[src/rtl/intesn_pkg.sv]
// -----------------------------------------------------------------------------
// intesn_pkg
// Definitions shared by the intESN item feeder and the intESN core: default
// widths, the feeder FSM state encoding and the FIFO entry layout.
// No ports (package).
// -----------------------------------------------------------------------------
package intesn_pkg;

  localparam int IDATA_DEMENTION = 2;
  localparam int FIFO_DEPTH      = 8;
  localparam int HOLD_CYCLES     = 1;
  localparam int COUNT_WIDTH     = 8;

  typedef enum logic [1:0] {
    IDLE   = 2'd0,
    START  = 2'd1,
    STREAM = 2'd2,
    DONE   = 2'd3
  } feederState_e;

  // FIFO entry at the default item width; the feeder rebuilds the same layout
  // with its own parameterised width.
  typedef struct packed {
    logic                       last;
    logic [IDATA_DEMENTION-1:0] item;
  } feederEntry_t;

endpackage

[src/rtl/intesn_item_feeder_if.sv]
// -----------------------------------------------------------------------------
// intesn_item_feeder_if
// Bundles the upstream valid/ready item stream and the intESN drive pins.
// Modports:
//   slave  - the feeder: consumes iItem/iValid/iLast, drives oReady and the
//            intESN-side outputs
//   master - the upstream source / observer: the opposite directions
// Signals:
//   iItem, iValid, iLast, oReady         upstream handshake
//   oItem, oEn, oStart                   to intESN iItem/iEn/iStart
//   oBusy, oDone, oCount                 sequence status
// -----------------------------------------------------------------------------
interface intesn_item_feeder_if #(
  parameter int idata_demention = 2,
  parameter int count_width     = 8
);

  logic [idata_demention-1:0] iItem;
  logic                       iValid;
  logic                       iLast;
  logic                       oReady;
  logic [idata_demention-1:0] oItem;
  logic                       oEn;
  logic                       oStart;
  logic                       oBusy;
  logic                       oDone;
  logic [count_width-1:0]     oCount;

  modport slave (
    input  iItem, iValid, iLast,
    output oReady, oItem, oEn, oStart, oBusy, oDone, oCount
  );

  modport master (
    output iItem, iValid, iLast,
    input  oReady, oItem, oEn, oStart, oBusy, oDone, oCount
  );

endinterface

[src/rtl/intesn_feeder_fifo.sv]
// -----------------------------------------------------------------------------
// intesn_feeder_fifo
// Synchronous FIFO with registered occupancy count and show-ahead read data.
// Ports:
//   iClk   in   clock, rising edge
//   iRst_n in   synchronous active-low reset (empties the FIFO)
//   push   in   write wdata (ignored when full or in reset)
//   pop    in   drop the head entry (ignored when empty)
//   wdata  in   write data
//   rdata  out  head entry, valid while not empty
//   count  out  number of stored entries
//   full   out  count == depth
//   empty  out  count == 0
// -----------------------------------------------------------------------------
module intesn_feeder_fifo #(
  parameter int width = 3,
  parameter int depth = 8
) (
  input  logic                     iClk,
  input  logic                     iRst_n,
  input  logic                     push,
  input  logic                     pop,
  input  logic [width-1:0]         wdata,
  output logic [width-1:0]         rdata,
  output logic [$clog2(depth):0]   count,
  output logic                     full,
  output logic                     empty
);

  localparam int AW = $clog2(depth);

  logic [width-1:0] mem_q [depth];
  logic [AW-1:0]    wrPtr_q;
  logic [AW-1:0]    rdPtr_q;
  logic [AW:0]      count_q;
  logic             doPush;
  logic             doPop;

  assign doPush = push & ~full;
  assign doPop  = pop & ~empty;

  // Depth is a power of two, so the pointers wrap by plain overflow.
  always_ff @(posedge iClk) begin
    if (!iRst_n) begin
      wrPtr_q <= '0;
      rdPtr_q <= '0;
      count_q <= '0;
    end else begin
      if (doPush) wrPtr_q <= wrPtr_q + AW'(1);
      if (doPop)  rdPtr_q <= rdPtr_q + AW'(1);
      case ({doPush, doPop})
        2'b10:   count_q <= count_q + (AW+1)'(1);
        2'b01:   count_q <= count_q - (AW+1)'(1);
        default: count_q <= count_q;
      endcase
    end
  end

  always_ff @(posedge iClk) begin
    if (iRst_n && doPush) mem_q[wrPtr_q] <= wdata;
  end

  assign rdata = mem_q[rdPtr_q];
  assign count = count_q;
  assign full  = (count_q == (AW+1)'(depth));
  assign empty = (count_q == '0);

endmodule

[src/rtl/intesn_item_feeder.sv]
// -----------------------------------------------------------------------------
// intesn_item_feeder
// Buffers items from an upstream valid/ready source and sequences them into
// the intESN core: one oStart pulse per sequence, then each item held on oItem
// with oEn high for hold_cycles cycles, then a one-cycle oDone.
// Ports:
//   iClk   in   clock, rising edge
//   iRst_n in   synchronous active-low reset
//   bus    slave modport of intesn_item_feeder_if
//          (iItem/iValid/iLast/oReady upstream; oItem/oEn/oStart to intESN;
//           oBusy/oDone/oCount status)
// -----------------------------------------------------------------------------
module intesn_item_feeder
  import intesn_pkg::*;
#(
  parameter int idata_demention = IDATA_DEMENTION,
  parameter int fifo_depth      = FIFO_DEPTH,
  parameter int hold_cycles     = HOLD_CYCLES,
  parameter int count_width     = COUNT_WIDTH
) (
  input  logic               iClk,
  input  logic               iRst_n,
  intesn_item_feeder_if.slave bus
);

  localparam int EW = idata_demention + 1;
  localparam int CW = $clog2(fifo_depth) + 1;
  localparam int HW = (hold_cycles > 1) ? $clog2(hold_cycles) : 1;

  typedef struct packed {
    logic                       last;
    logic [idata_demention-1:0] item;
  } entry_t;

  entry_t         wEntry;
  entry_t         rEntry;
  logic [EW-1:0]  rData;
  logic [CW-1:0]  fifoCount;
  logic           fifoFull;
  logic           fifoEmpty;
  logic           fifoPush;
  logic           fifoPop;
  logic           needItem;

  feederState_e               state_q,   state_d;
  logic [HW-1:0]              holdCnt_q, holdCnt_d;
  logic                       curLast_q, curLast_d;
  logic [idata_demention-1:0] oItem_q,   oItem_d;
  logic                       oEn_q,     oEn_d;
  logic                       oStart_q,  oStart_d;
  logic                       oDone_q,   oDone_d;
  logic                       oBusy_q,   oBusy_d;
  logic [count_width-1:0]     oCount_q,  oCount_d;

  assign wEntry   = {bus.iLast, bus.iItem};
  assign fifoPush = bus.iValid & ~fifoFull;
  assign rEntry   = rData;

  intesn_feeder_fifo #(
    .width (EW),
    .depth (fifo_depth)
  ) uFifo (
    .iClk   (iClk),
    .iRst_n (iRst_n),
    .push   (fifoPush),
    .pop    (fifoPop),
    .wdata  (wEntry),
    .rdata  (rData),
    .count  (fifoCount),
    .full   (fifoFull),
    .empty  (fifoEmpty)
  );

  // Outputs are registered, so every decision below describes what the core
  // sees in the next cycle. START already requests the first item so that it
  // appears on oItem the cycle after the oStart pulse.
  always_comb begin
    state_d   = state_q;
    holdCnt_d = holdCnt_q;
    curLast_d = curLast_q;
    oItem_d   = oItem_q;
    oEn_d     = 1'b0;
    oStart_d  = 1'b0;
    oDone_d   = 1'b0;
    oCount_d  = oCount_q;
    fifoPop   = 1'b0;
    needItem  = 1'b0;

    case (state_q)
      IDLE: begin
        if (!fifoEmpty) begin
          state_d  = START;
          oStart_d = 1'b1;
          oCount_d = '0;
        end
      end
      START: begin
        state_d  = STREAM;
        needItem = 1'b1;
      end
      STREAM: begin
        if (oEn_q && (holdCnt_q != '0)) begin
          oEn_d     = 1'b1;
          holdCnt_d = holdCnt_q - HW'(1);
        end else if (oEn_q && curLast_q) begin
          state_d = DONE;
          oDone_d = 1'b1;
        end else begin
          // Either the final hold cycle of a non-last item or an underrun:
          // fetch the next entry if one is waiting.
          needItem = 1'b1;
        end
      end
      DONE: begin
        state_d = IDLE;
      end
      default: begin
        state_d = IDLE;
      end
    endcase

    // On underrun oItem keeps its last value and oEn stays low.
    if (needItem && !fifoEmpty) begin
      fifoPop   = 1'b1;
      oItem_d   = rEntry.item;
      curLast_d = rEntry.last;
      oEn_d     = 1'b1;
      holdCnt_d = HW'(hold_cycles - 1);
      if (oCount_q != '1) oCount_d = oCount_q + count_width'(1);
    end

    oBusy_d = (state_d != IDLE);
  end

  always_ff @(posedge iClk) begin
    if (!iRst_n) begin
      state_q   <= IDLE;
      holdCnt_q <= '0;
      curLast_q <= 1'b0;
      oItem_q   <= '0;
      oEn_q     <= 1'b0;
      oStart_q  <= 1'b0;
      oDone_q   <= 1'b0;
      oBusy_q   <= 1'b0;
      oCount_q  <= '0;
    end else begin
      state_q   <= state_d;
      holdCnt_q <= holdCnt_d;
      curLast_q <= curLast_d;
      oItem_q   <= oItem_d;
      oEn_q     <= oEn_d;
      oStart_q  <= oStart_d;
      oDone_q   <= oDone_d;
      oBusy_q   <= oBusy_d;
      oCount_q  <= oCount_d;
    end
  end

  assign bus.oReady = (fifoCount != CW'(fifo_depth));
  assign bus.oItem  = oItem_q;
  assign bus.oEn    = oEn_q;
  assign bus.oStart = oStart_q;
  assign bus.oDone  = oDone_q;
  assign bus.oBusy  = oBusy_q;
  assign bus.oCount = oCount_q;

endmodule
[src/flat_wrapper.sv]
// flat-port wrapper written by rule: the top's interface ports become plain ports
module intesn_item_feeder_flat import intesn_pkg::*;
#(
  parameter int idata_demention = IDATA_DEMENTION,
  parameter int fifo_depth      = FIFO_DEPTH,
  parameter int hold_cycles     = HOLD_CYCLES,
  parameter int count_width     = COUNT_WIDTH
)
  (iClk, iRst_n, bus_iItem, bus_iValid, bus_iLast, bus_oReady, bus_oItem, bus_oEn, bus_oStart, bus_oBusy, bus_oDone, bus_oCount);
  intesn_item_feeder_if #(.idata_demention(idata_demention), .count_width(count_width)) bus_i ();
  input  logic iClk;
  input  logic iRst_n;
  input wire logic [$bits(bus_i.iItem)-1:0] bus_iItem;
  input wire logic [$bits(bus_i.iValid)-1:0] bus_iValid;
  input wire logic [$bits(bus_i.iLast)-1:0] bus_iLast;
  output wire logic [$bits(bus_i.oReady)-1:0] bus_oReady;
  output wire logic [$bits(bus_i.oItem)-1:0] bus_oItem;
  output wire logic [$bits(bus_i.oEn)-1:0] bus_oEn;
  output wire logic [$bits(bus_i.oStart)-1:0] bus_oStart;
  output wire logic [$bits(bus_i.oBusy)-1:0] bus_oBusy;
  output wire logic [$bits(bus_i.oDone)-1:0] bus_oDone;
  output wire logic [$bits(bus_i.oCount)-1:0] bus_oCount;
  assign bus_i.iItem = bus_iItem;
  assign bus_i.iValid = bus_iValid;
  assign bus_i.iLast = bus_iLast;
  assign bus_oReady = bus_i.oReady;
  assign bus_oItem = bus_i.oItem;
  assign bus_oEn = bus_i.oEn;
  assign bus_oStart = bus_i.oStart;
  assign bus_oBusy = bus_i.oBusy;
  assign bus_oDone = bus_i.oDone;
  assign bus_oCount = bus_i.oCount;
  intesn_item_feeder #(.idata_demention(idata_demention), .fifo_depth(fifo_depth), .hold_cycles(hold_cycles), .count_width(count_width)) u_core (.iClk(iClk), .iRst_n(iRst_n), .bus(bus_i));
endmodule
[config.mk]
export PLATFORM = sky130hd
export DESIGN_NAME = intesn_item_feeder_flat
export DESIGN_NICKNAME = d
export VERILOG_FILES = /design/src/rtl/intesn_pkg.sv /design/src/rtl/intesn_item_feeder_if.sv /design/src/rtl/intesn_feeder_fifo.sv /design/src/rtl/intesn_item_feeder.sv /design/src/flat_wrapper.sv
export SDC_FILE = /design/constraint.sdc
export NUM_CORES = 1
export LEC_CHECK = 0
export BUFFER_PORTS_ARGS = -buffer_cell sky130_fd_sc_hd__clkbuf_2
export CAP_MARGIN = 20
export CORE_MARGIN = 1.5
export CORE_UTILIZATION = 46
export DETAILED_ROUTE_END_ITERATION = 8
export GPL_TIMING_DRIVEN = 0
export PLACE_DENSITY = 0.68
export RECOVER_POWER = 25
export SYNTH_ARGS = -nofsm -noshare
export SYNTH_HDL_FRONTEND = slang
export SYNTH_SLANG_ARGS = --single-unit
[constraint.sdc]
create_clock -name iClk -period 3.58 [get_ports iClk]
set_clock_uncertainty 0.05 [all_clocks]
set_input_delay 0.716 -clock iClk [delete_from_list [all_inputs] [get_ports iClk]]
set_output_delay 0.716 -clock iClk [all_outputs]
set_load 0.02 [all_outputs]
==> results_dict.tcl, run 1 <==
set metrics [dict create \
    synthesis.area_um2 2420 \
    num_rows 26 \
    synth-compound-area-share_pct 10.8 \
    hpwl_um 3090 \
    dr_total_vias 1633 \
    start_util_pct 47.6 \
    wl_per_cell_um 13.8 \
    synth_ff_type "dfxtp_1" \
    cts_resized 0 \
    yosysWarnings 0 \
    path_buf_inv 3 \
    synth.avg_cell_area_um2 11.5 \
    max_cap_violations 0 \
    die_y_um 75.5 \
    hold_violations 0 \
    outcome "finished clean" \
    clock_path_buffers 2 \
    post_cts_buffers 0 \
    synth.mux.area_fraction_pct 6.83 \
    dieArea_um2 5700 \
    cts_hold_buf 0 \
    synth_top_family_by_area "simple AND/OR/NAND/NOR gates" \
    drcViolationCount 0 \
    fmax_ghz 0.332 \
    reg2regPathDepth 14 \
    drive_gt1_share_pct 17.6 \
    slew_violations 0 \
    setup-violations-final 0 \
    worst-r2r-setup-slack_ns 0.57 \
    cellLeakagePower_nw 0.966 \
    post-route-period-util_pct 84.0 \
    htreeDepth 2 \
    worstMarginPinSlew_ns 0.756 \
    worstPathRequired_ns 3.78 \
    nets 254 \
    rsz0062_at_grt "no" \
    power-per-cell-area_nw_per_um2 537 \
    synth_area_leaders "edfxtp_1, dfxtp_1, mux4_2" \
    cp_cell_sequence "inv_1, ha_1, o21ai_0, a31oi_4, nand2_8, inv_4, buf_6, ha_1, ha_1, a21o_1, a21oi_1, xnor2_1, or3_1, a21boi_1" \
    p_int_w 0.000969 \
    grt_pass1_vias 1452 \
    yosysTopAreaCell "edfxtp_1" \
    chipWidth_um 75.5 \
    root_buffer "clkbuf_8" \
    critPathMaxFanout 10 \
    synthXorXnorAreaFrac_pct 2.90 \
    slowest_stage "dfxtp_1" \
    cts_buffers 5 \
    synth-edff-count 24 \
    worst-endpoint-arrival_ns 3.21 \
    fin_crit_ns 3.01 \
    clkTransAtPathRegs_ns 0.10 \
    ys_seq_elements 52 \
    synth_fp_nets 227 \
    dr.pass1.iters 4 \
    clk_latency_ns 0.32 \
    drt_iter0_drc 102 \
    place.gp.congestion 0.836 \
    yosysTopAreaCellShare_pct 29.8 \
    hold-path-endpoint "u_core.holdCnt_q" \
    ys_seq_area_share_pct 53.0 \
    wl_um 4240 \
    yosysUniqueCellTypes 46 \
    crit_family "compound AO/OA/AOI/OAI gates" \
    grt_max_degree 20 \
    p_sw_share_pct 33.2 \
    tritoncts "built" \
    clock-sinks 52 \
    grt_remaining_overflow 0 \
    reg2reg_from "u_core.state_q[0]" \
    seqPwrFrac_pct 48.3 \
    netSwitchingPower_w 0.000481 \
    async_flop_share_pct 0 \
    io_pins 21 \
    area_delta_synth_final_pct 11.6 \
    syn-instance-count 210 \
    critPathMostFrequentCell "ha_1" \
    crit_path_max_incr_delay_ns 0.36 \
    min-delay-start "u_core.holdCnt_q" \
    start_kind "flip-flop" \
    antenna_found_initial 0 \
    path_class "flip-flop to flip-flop" \
    ir_drop_mv 0.228 \
    tns_ns 0 \
    track_usage_pct 16.7 \
    min_path_type "flip-flop to flip-flop" \
    antenna_left 0 \
    timing.rr.end "u_core.uFifo.count[3]" \
    core-area_um2 5070 \
    vias_per_cell 5.30 \
    io_buffer_count 20 \
    holdPathStages 2 \
    p_total_w 0.00145 \
    grt_pass1_wl_um 6960 \
    slew_headroom_pct 49.2 \
    crit_path_end_kind "flip-flop" \
    synth_fa_ha_area_share_pct 6.00 \
    whs_ns 0.434 \
    synthSimpleGateAreaFrac_pct 16.8 \
    combPwrFrac_pct 26.6 \
    clkPwrFrac_pct 25.0 \
    diodes 0 \
]
[worst register-to-register path: cells and delay by family (launching register included)]
family                   cells  cell delay, ns
adder cells (fa/ha/maj)      3            0.74
XOR/XNOR                     1            0.09
AND/OR/NAND/NOR              2            0.41
AO/OA/AOI/OAI                5            0.93
flip-flops                   1            0.36
buffers and inverters        3            0.35
[metrics by stage]
| step | setup WS, ns | utilization [%] | cell area (µm²) | instances |
|---|---|---|---|---|
| after global placement | 0.637 | 51.3 | 2610 | 300 |
| after global routing | 0.389 | 53.2 | 2700 | 308 |
| after floorplan | 0.852 | - | 2420 | 210 |
| after detailed placement | 0.583 | 51.3 | 2610 | 300 |
| final | 0.572 | 53.2 | 2700 | 308 |
| after CTS | 0.549 | 53.3 | 2700 | 308 |
[synthesized netlist by cell type, drive strengths merged (7+ instances only)]
| master | number |
|---|---|
| clkbuf | 7 |
| ha | 10 |
| nor3 | 7 |
| o21ai | 13 |
| nand3 | 13 |
| and2 | 7 |
| a21boi | 7 |
| edfxtp | 24 |
| dfxtp | 28 |
| inv | 9 |
| nand2 | 22 |
[routing by layer]
layer	global-route usage, %	up-vias	wire length [µm]
li1	-	822	-
met1	21.9	772	2010
met2	26.7	33	2020
met3	3.97	6	137
met4	7.14	0	78
met5	0	-	0
[cells by family after synthesis]
family                   after synthesis
AND/OR/NAND/NOR                       73
flip-flops                            52
XOR/XNOR                               8
buffers and inverters                 19
adder cells (fa/ha/maj)               11
AO/OA/AOI/OAI                         38
multiplexers                           9
[registers in the layout, indices dropped and copies added (netlist names), 2 cells and up]
| name | flops |
|---|---|
| u_core.state_q | 2 |
| u_core.uFifo.count | 4 |
| u_core.bus.oCount | 8 |
| u_core.uFifo.mem_q | 24 |
| u_core.uFifo.wrPtr_q | 3 |
| u_core.bus.oItem | 2 |
| u_core.uFifo.rdPtr_q | 3 |
[how the worst max path moves through the flow]
| stage | cells past startpoint | start | endpoint | slack, ns |
|---|---|---|---|---|
| floorplan | 14 | u_core.state_q[0] | u_core.uFifo.count[3] | 0.85 |
| CTS | 14 | u_core.state_q[0] | u_core.uFifo.count[3] | 0.55 |
| global placement | 14 | u_core.state_q[0] | u_core.uFifo.count[3] | 0.64 |
| global route | 14 | u_core.state_q[0] | u_core.uFifo.count[3] | 0.39 |
| detailed placement | 14 | u_core.state_q[0] | u_core.uFifo.count[3] | 0.58 |
| finish | 14 | u_core.state_q[0] | u_core.uFifo.count[3] | 0.57 |
[placed cells by master, fill, tap and decap left out, drive strengths merged, types with 2 or more instances in the layout]
cell type,n
mux4,6
ha,10
xnor2,5
xor2,3
nor4,2
a21oi,6
nand4,2
buf,3
clkbuf,32
or3,2
a41oi,2
nand2,22
o21ai,13
mux2i,3
nor3,7
nor2b,2
nor4b,2
nand3,13
inv,12
and3,3
a21boi,7
dfxtp,28
and2,7
nor2,6
o211ai,3
a31oi,3
edfxtp,24
[layout make-up]
class	count	area (µm²)
flip-flops and latches	52	1280
clock inverters	3	28.8
inverters	9	36.3
multi-input cells	139	1050
plain buffers	10	53.8
repair buffers	20	96.3
well taps	70	87.6
clock buffers	5	68.8
fillers	461	2380
[power groups by stage]
stage	clock [W]	sequential [W]	combinational, W
2_1_floorplan	0	0.000726	0.000287
3_3_place_gp	0	0.000713	0.000380
3_5_place_dp	0	0.000715	0.000389
4_1_cts	0.000372	0.000701	0.000392
5_1_grt	0.000400	0.000708	0.000436
6_report	0.000363	0.000700	0.000386
No activity file was read; power rests on OpenSTA's default activity.
==> inputs of run 2 (changes only) <==
--- a/config.mk
+++ b/config.mk
@@ -11,7 +11,7 @@
 export CORE_UTILIZATION = 46
 export DETAILED_ROUTE_END_ITERATION = 8
 export GPL_TIMING_DRIVEN = 0
-export PLACE_DENSITY = 0.68
+export PLACE_DENSITY = 0.71
 export RECOVER_POWER = 25
 export SYNTH_ARGS = -nofsm -noshare
 export SYNTH_HDL_FRONTEND = slang
==> constraint.sdc (replaced) <==
create_clock -name iClk -period 2.5 [get_ports iClk]
set_clock_uncertainty 0.05 [all_clocks]
set_input_delay 0.5 -clock iClk [delete_from_list [all_inputs] [get_ports iClk]]
set_output_delay 0.5 -clock iClk [all_outputs]
set_load 0.02 [all_outputs]
==> run 2 against run 1 <==
First-iteration DRC count is 20% lower. Count of clock-buffer cells in the layout stayed put. Cell area is 2.3% higher. Non-clock buffer count is 3 higher. Register-to-register slack worse by 0.53 ns. Combinational power is 66% higher.
==> results_dict.tcl, run 2 (synthesis results as in run 1) <==
set metrics [dict create \
    fmax_ghz 0.407 \
    antenna_found_initial 0 \
    fin_crit_ns 2.46 \
    post-route-period-util_pct 98.4 \
    crit_start "u_core.uFifo.count[0]" \
    critPathMaxFanout 5 \
    worstPathRequired_ns 2.68 \
    netSwitchingPower_w 0.000694 \
    rsz0062_at_grt "yes" \
    wl_um 4410 \
    ir_drop_mv 0.312 \
    min-delay-start "u_core.holdCnt_q" \
    clkPwrFrac_pct 22.5 \
    cts_buffers 5 \
    start_util_pct 47.6 \
    track_usage_pct 16.6 \
    clock-sinks 52 \
    clock_path_buffers 2 \
    die_y_um 75.5 \
    tritoncts "built" \
    drt_iter0_drc 82 \
    htreeDepth 2 \
    worst-r2r-setup-slack_ns 0.04 \
    slew_headroom_pct 55.0 \
    worstMarginPinSlew_ns 0.669 \
    timing.rr.end "u_core.uFifo.count[3]" \
    diodes 0 \
    num-fill-cells 455 \
    root_buffer "clkbuf_8" \
    cellLeakagePower_nw 0.978 \
    clk_latency_ns 0.30 \
    grt_pass1_vias 1466 \
    grt_max_degree 18 \
    whs_ns 0.441 \
    top_register "u_core.uFifo.mem_q" \
    largest_register_ff_count 24 \
    dr_total_vias 1669 \
    antenna_left 0 \
    grt_remaining_overflow 0 \
    crit_path_end_kind "flip-flop" \
    slew_violations 0 \
    drcViolationCount 0 \
    hold_violations 0 \
    power-per-cell-area_nw_per_um2 773 \
    drive_gt1_share_pct 22.4 \
    wl_per_cell_um 14.2 \
    max_cap_violations 0 \
    postLayoutCoreUtil_pct 54.4 \
    clkTransAtPathRegs_ns 0.10 \
    chipWidth_um 75.5 \
    area_delta_synth_final_pct 14.2 \
    reg2reg_from "u_core.uFifo.count[0]" \
    layout_common_cells "dfxtp_1, edfxtp_1, nand2_1" \
    min_path_type "flip-flop to flip-flop" \
    dieArea_um2 5700 \
    io_buffer_count 20 \
    combPwrFrac_pct 30.1 \
    vias_per_cell 5.37 \
    io_pins 21 \
    grt_pass1_wl_um 6940 \
    p_sw_share_pct 32.5 \
    core-area_um2 5070 \
    path_class "flip-flop to flip-flop" \
    outcome "finished clean" \
    nets 257 \
    critPathCapture "u_core.uFifo.count[3]" \
    p_total_w 0.00213 \
    hpwl_um 3130 \
    p_int_w 0.00144 \
    reg2regPathDepth 11 \
    num_rows 26 \
    start_kind "flip-flop" \
    seqPwrFrac_pct 47.3 \
    setup-violations-final 0 \
    worst-endpoint-arrival_ns 2.64 \
    dr.pass1.iters 4 \
    place.gp.congestion 0.831 \
]
==> run 2: cell count changes in the layout (fill, tap and decap cells not counted), sizes merged <==
cell and change:
inv -2, clkinvlp +1, buf +3, clkinv +1
==> run 2: worst min-delay path by stage <==
stage          depth (start not counted)  slack, ns                       end
2_1_floorplan                          2       0.39          u_core.holdCnt_q
3_3_place_gp                           2       0.41          u_core.holdCnt_q
3_5_place_dp                           2       0.42          u_core.holdCnt_q
4_1_cts                                1       0.43  u_core.uFifo.mem_q[5][0]
5_1_grt                                3       0.46   u_core.uFifo.wrPtr_q[1]
6_report                               2       0.44          u_core.holdCnt_q
==> run 2: power groups by stage <==
stage	Sequential [W]	Clock, W	Combinational [W]
2_1_floorplan	0.00104	0	0.000459
3_3_place_gp	0.00102	0	0.000597
3_5_place_dp	0.00102	0	0.000605
4_1_cts	0.00101	0.000495	0.000643
5_1_grt	0.00102	0.000529	0.000714
6_report	0.00101	0.000481	0.000642
==> run 2: metrics by stage <==
stage / area [µm²] / TNS (ns) / setup slack (ns) / cells
floorplan: 2450 / -0.0112 / -0.0112 / 210
global placement: 2640 / -0.230 / -0.180 / 300
detailed placement: 2640 / -0.293 / -0.210 / 300
CTS: 2750 / 0 / 0.0276 / 310
global route: 2760 / -0.0876 / -0.0876 / 311
finish: 2760 / 0 / 0.0404 / 311
==> run 2: final cells by class <==
cell class                 count  area [µm²]  area share, %
multi-input combinational    139        1080           39.1
tap                           70        87.6           3.17
buffer                         9        46.3           1.68
clock buffer                   5        68.8           2.49
inverter                       9        46.3           1.68
timing repair buffer          24         126           4.58
sequential                    52        1290           46.6
clock inverter                 3        21.3          0.770
==> run 2: routing by layer <==
layer  vias to the layer above  global-route usage (%)  part of all wire [%]  wire [µm]
li1                        830                       -                     -          -
met1                       790                    21.4                    46       2040
met2                        44                    27.4                    48       2130
met3                         5                    3.97                   4.2        184
met4                         0                    5.75                   1.4         61
met5                         -                       0                     0          0
==> run 2: what timing repair did <==
item | CTS | global route
hold buffers | 0 | 0
pin swaps | 1 | 1
gates cloned | 0 | 0
gates resized for setup | 3 | 3
setup buffers | 3 | 1
endpoints found under the setup margin | 3 | 1
==> run 2: worst max-delay path, cell delays in order (launching register included) <==
cell and delay [ns]:
dfxtp_2 0.35, or4_4 0.52, buf_8 0.14, nand2_8 0.09
inv_12 0.04, ha_4 0.15, ha_1 0.26, a21o_1 0.16
a21oi_2 0.12, xnor2_1 0.07, or3_1 0.30, a21boi_1 0.13
==> inputs of run 3 (changes only) <==
--- a/config.mk
+++ b/config.mk
@@ -5,13 +5,15 @@
 export SDC_FILE = /design/constraint.sdc
 export NUM_CORES = 1
 export LEC_CHECK = 0
-export BUFFER_PORTS_ARGS = -buffer_cell sky130_fd_sc_hd__clkbuf_2
+export ABC_AREA = 1
+export BUFFER_PORTS_ARGS = -buffer_cell sky130_fd_sc_hd__buf_2
 export CAP_MARGIN = 20
+export CORE_ASPECT_RATIO = 0.9
 export CORE_MARGIN = 1.5
 export CORE_UTILIZATION = 46
 export DETAILED_ROUTE_END_ITERATION = 8
 export GPL_TIMING_DRIVEN = 0
-export PLACE_DENSITY = 0.71
+export PLACE_DENSITY = 0.7
 export RECOVER_POWER = 25
 export SYNTH_ARGS = -nofsm -noshare
 export SYNTH_HDL_FRONTEND = slang
==> run 3 against run 2 <==
Register-to-register slack better by 0.18 ns. Wire length up 11%. Combinational power up 44%. Fmax up 8.0%. Worst setup slack better by 0.18 ns. Flip-flop and latch count unchanged. Count of clock-buffer cells in the layout unchanged. Critical path depth unchanged. First-iteration DRC count rose to 2.5 times the previous value. Hold slack worse by 0.0081 ns. Non-clock buffer count down 6.
==> results_dict.tcl, run 3 <==
set metrics [dict create \
    nets 353 \
    start_util_pct 48.0 \
    wl_per_cell_um 12.1 \
    yosysTopAreaCellShare_pct 28.4 \
    grt_pass1_vias 1825 \
    wl_um 4910 \
    hold_violations 0 \
    start_kind "flip-flop" \
    drcViolationCount 0 \
    path_buf_inv 5 \
    area_delta_synth_final_pct 11.7 \
    outcome "finished clean" \
    synthTopCellsByCount "nand2_1, inv_1, nor2_1, dfxtp_1, nand3_1" \
    post_cts_buffers 0 \
    post-route-period-util_pct 91.1 \
    largest_register_ff_count 24 \
    min_path_type "flip-flop to flip-flop" \
    setup-violations-final 0 \
    synth-edff-count 24 \
    cp_cell_sequence "inv_1, ha_1, nand3_2, buf_6, inv_4, ha_4, inv_1, fa_1, xnor2_1, o21ai_0, inv_1" \
    drive_gt1_share_pct 15.1 \
    ir_drop_mv 0.388 \
    yosysUniqueCellTypes 28 \
    synth_fp_nets 326 \
    cellLeakagePower_nw 1.23 \
    crit_path_max_incr_delay_ns 0.38 \
    critPathMaxFanout 10 \
    synth_ff_type "dfxtp_1" \
    dieArea_um2 5970 \
    core-area_um2 5290 \
    antenna_found_initial 0 \
    worst-endpoint-arrival_ns 2.43 \
    io_buffer_count 20 \
    clkTransAtPathRegs_ns 0.09 \
    yosysTopAreaCell "edfxtp_1" \
    reg2regPathDepth 11 \
    path_class "flip-flop to flip-flop" \
    chipWidth_um 81.3 \
    whs_ns 0.433 \
    power-per-cell-area_nw_per_um2 880 \
    tritoncts "built" \
    finalNonFillerCells 404 \
    synthesis.area_um2 2540 \
    dr.pass1.iters 4 \
    clock-sinks 52 \
    tns_ns 0 \
    layout_common_cells "nand2_1, inv_1, nor2_1" \
    track_usage_pct 18.5 \
    fmax_ghz 0.439 \
    rsz0062_at_grt "no" \
    cts_hold_buf 0 \
    io_pins 21 \
    synth.avg_cell_area_um2 8.21 \
    slew_headroom_pct 60.1 \
    cts_buffers 5 \
    grt_remaining_overflow 0 \
    clk_latency_ns 0.30 \
    worstMarginPinSlew_ns 0.594 \
    path_depth 11 \
    worstPathRequired_ns 2.65 \
    antenna_left 0 \
    num_rows 25 \
    crit_path_end_kind "flip-flop" \
    yosysWarnings 0 \
    synth_area_leaders "edfxtp_1, dfxtp_1, nand2_1" \
    hpwl_um 3520 \
    holdPathStages 2 \
    grt_pass1_wl_um 8220 \
    async_flop_share_pct 0 \
    p_total_w 0.00249 \
    slew_violations 0 \
    placed_cell_area_um2 2720 \
    ys_seq_elements 52 \
    htreeDepth 2 \
    post-synth-top-count-cell "nand2_1" \
    syn-instance-count 309 \
    ys_seq_area_share_pct 50.5 \
    max_cap_violations 0 \
    cts_resized 0 \
    placedCellCount 396 \
    crit_family "adder cells" \
    dr_total_vias 1988 \
    clock_path_buffers 2 \
    grt_max_degree 17 \
    drt_iter0_drc 206 \
    critPathMostFrequentCell "inv_1" \
    top_register "u_core.uFifo.mem_q" \
    place.gp.congestion 0.827 \
    root_buffer "clkbuf_8" \
    fin_crit_ns 2.28 \
    mostFrequentLayoutCell "nand2_1" \
    die_y_um 73.5 \
    slowest_stage "ha_1" \
    diodes 0 \
    final_area_um2 2830 \
    vias_per_cell 4.92 \
]
==> run 3: cells by family after synthesis <==
family	synth area share (%)
xor gates and xnor gates	1.38
AOI/OAI and AO/OA	5.28
adders and majority gates	5.72
buffers and inverters	7.00
DFF	50.5
and+or+nand+nor	30.1
==> run 3: power breakdown <==
group	switching (W)	total (W)	internal (W)
registers	0.0000969	0.00110	0.00100
logic	0.000600	0.000925	0.000326
clock network	0.000276	0.000471	0.000196
total	0.000972	0.00249	0.00152
==> run 3: path summary, 6_finish.rpt <==
check                                  startpoint               endpoint  slack, ns
worst max-delay path            u_core.state_q[0]  u_core.uFifo.count[2]       0.22
worst min-delay path             u_core.holdCnt_q       u_core.holdCnt_q       0.43
worst max register to register  u_core.state_q[0]  u_core.uFifo.count[2]       0.22
worst min register to register   u_core.holdCnt_q       u_core.holdCnt_q       0.43
==> run 3: worst reg2reg max path, stage by stage, from the launching register on <==
cell     delay [ns]
dfxtp_1        0.36
inv_1          0.10
ha_1           0.38
nand3_2        0.12
buf_6          0.16
inv_4          0.09
ha_4           0.16
inv_1          0.06
fa_1           0.38
xnor2_1        0.14
o21ai_0        0.14
inv_1          0.05
==> run 3: final cells by class <==
class,instances,area [µm²]
repair buffers,20,96.3
clock buffers,5,68.8
well taps,67,83.8
fillers,493,2450
inverters,35,134
plain buffers,7,43.8
clock inverters,3,18.8
multi-input cells,215,1110
flip-flops and latches,52,1280
==> run 3: metal layers <==
metal	GRT usage, %	wire, µm	up-vias
li1	-	-	1053
met1	24.4	2470	912
met2	29.8	2270	21
met3	4.35	136	2
met4	5.94	36	0
met5	0	0	-
==> run 3: per-stage QoR <==
step,utilization [%],setup WS [ns]
2_1_floorplan,-,0.353
4_1_cts,53.1,0.104
3_3_place_gp,51.5,0.168
6_report,53.6,0.222
3_5_place_dp,51.5,0.121
5_1_grt,53.6,0.0325
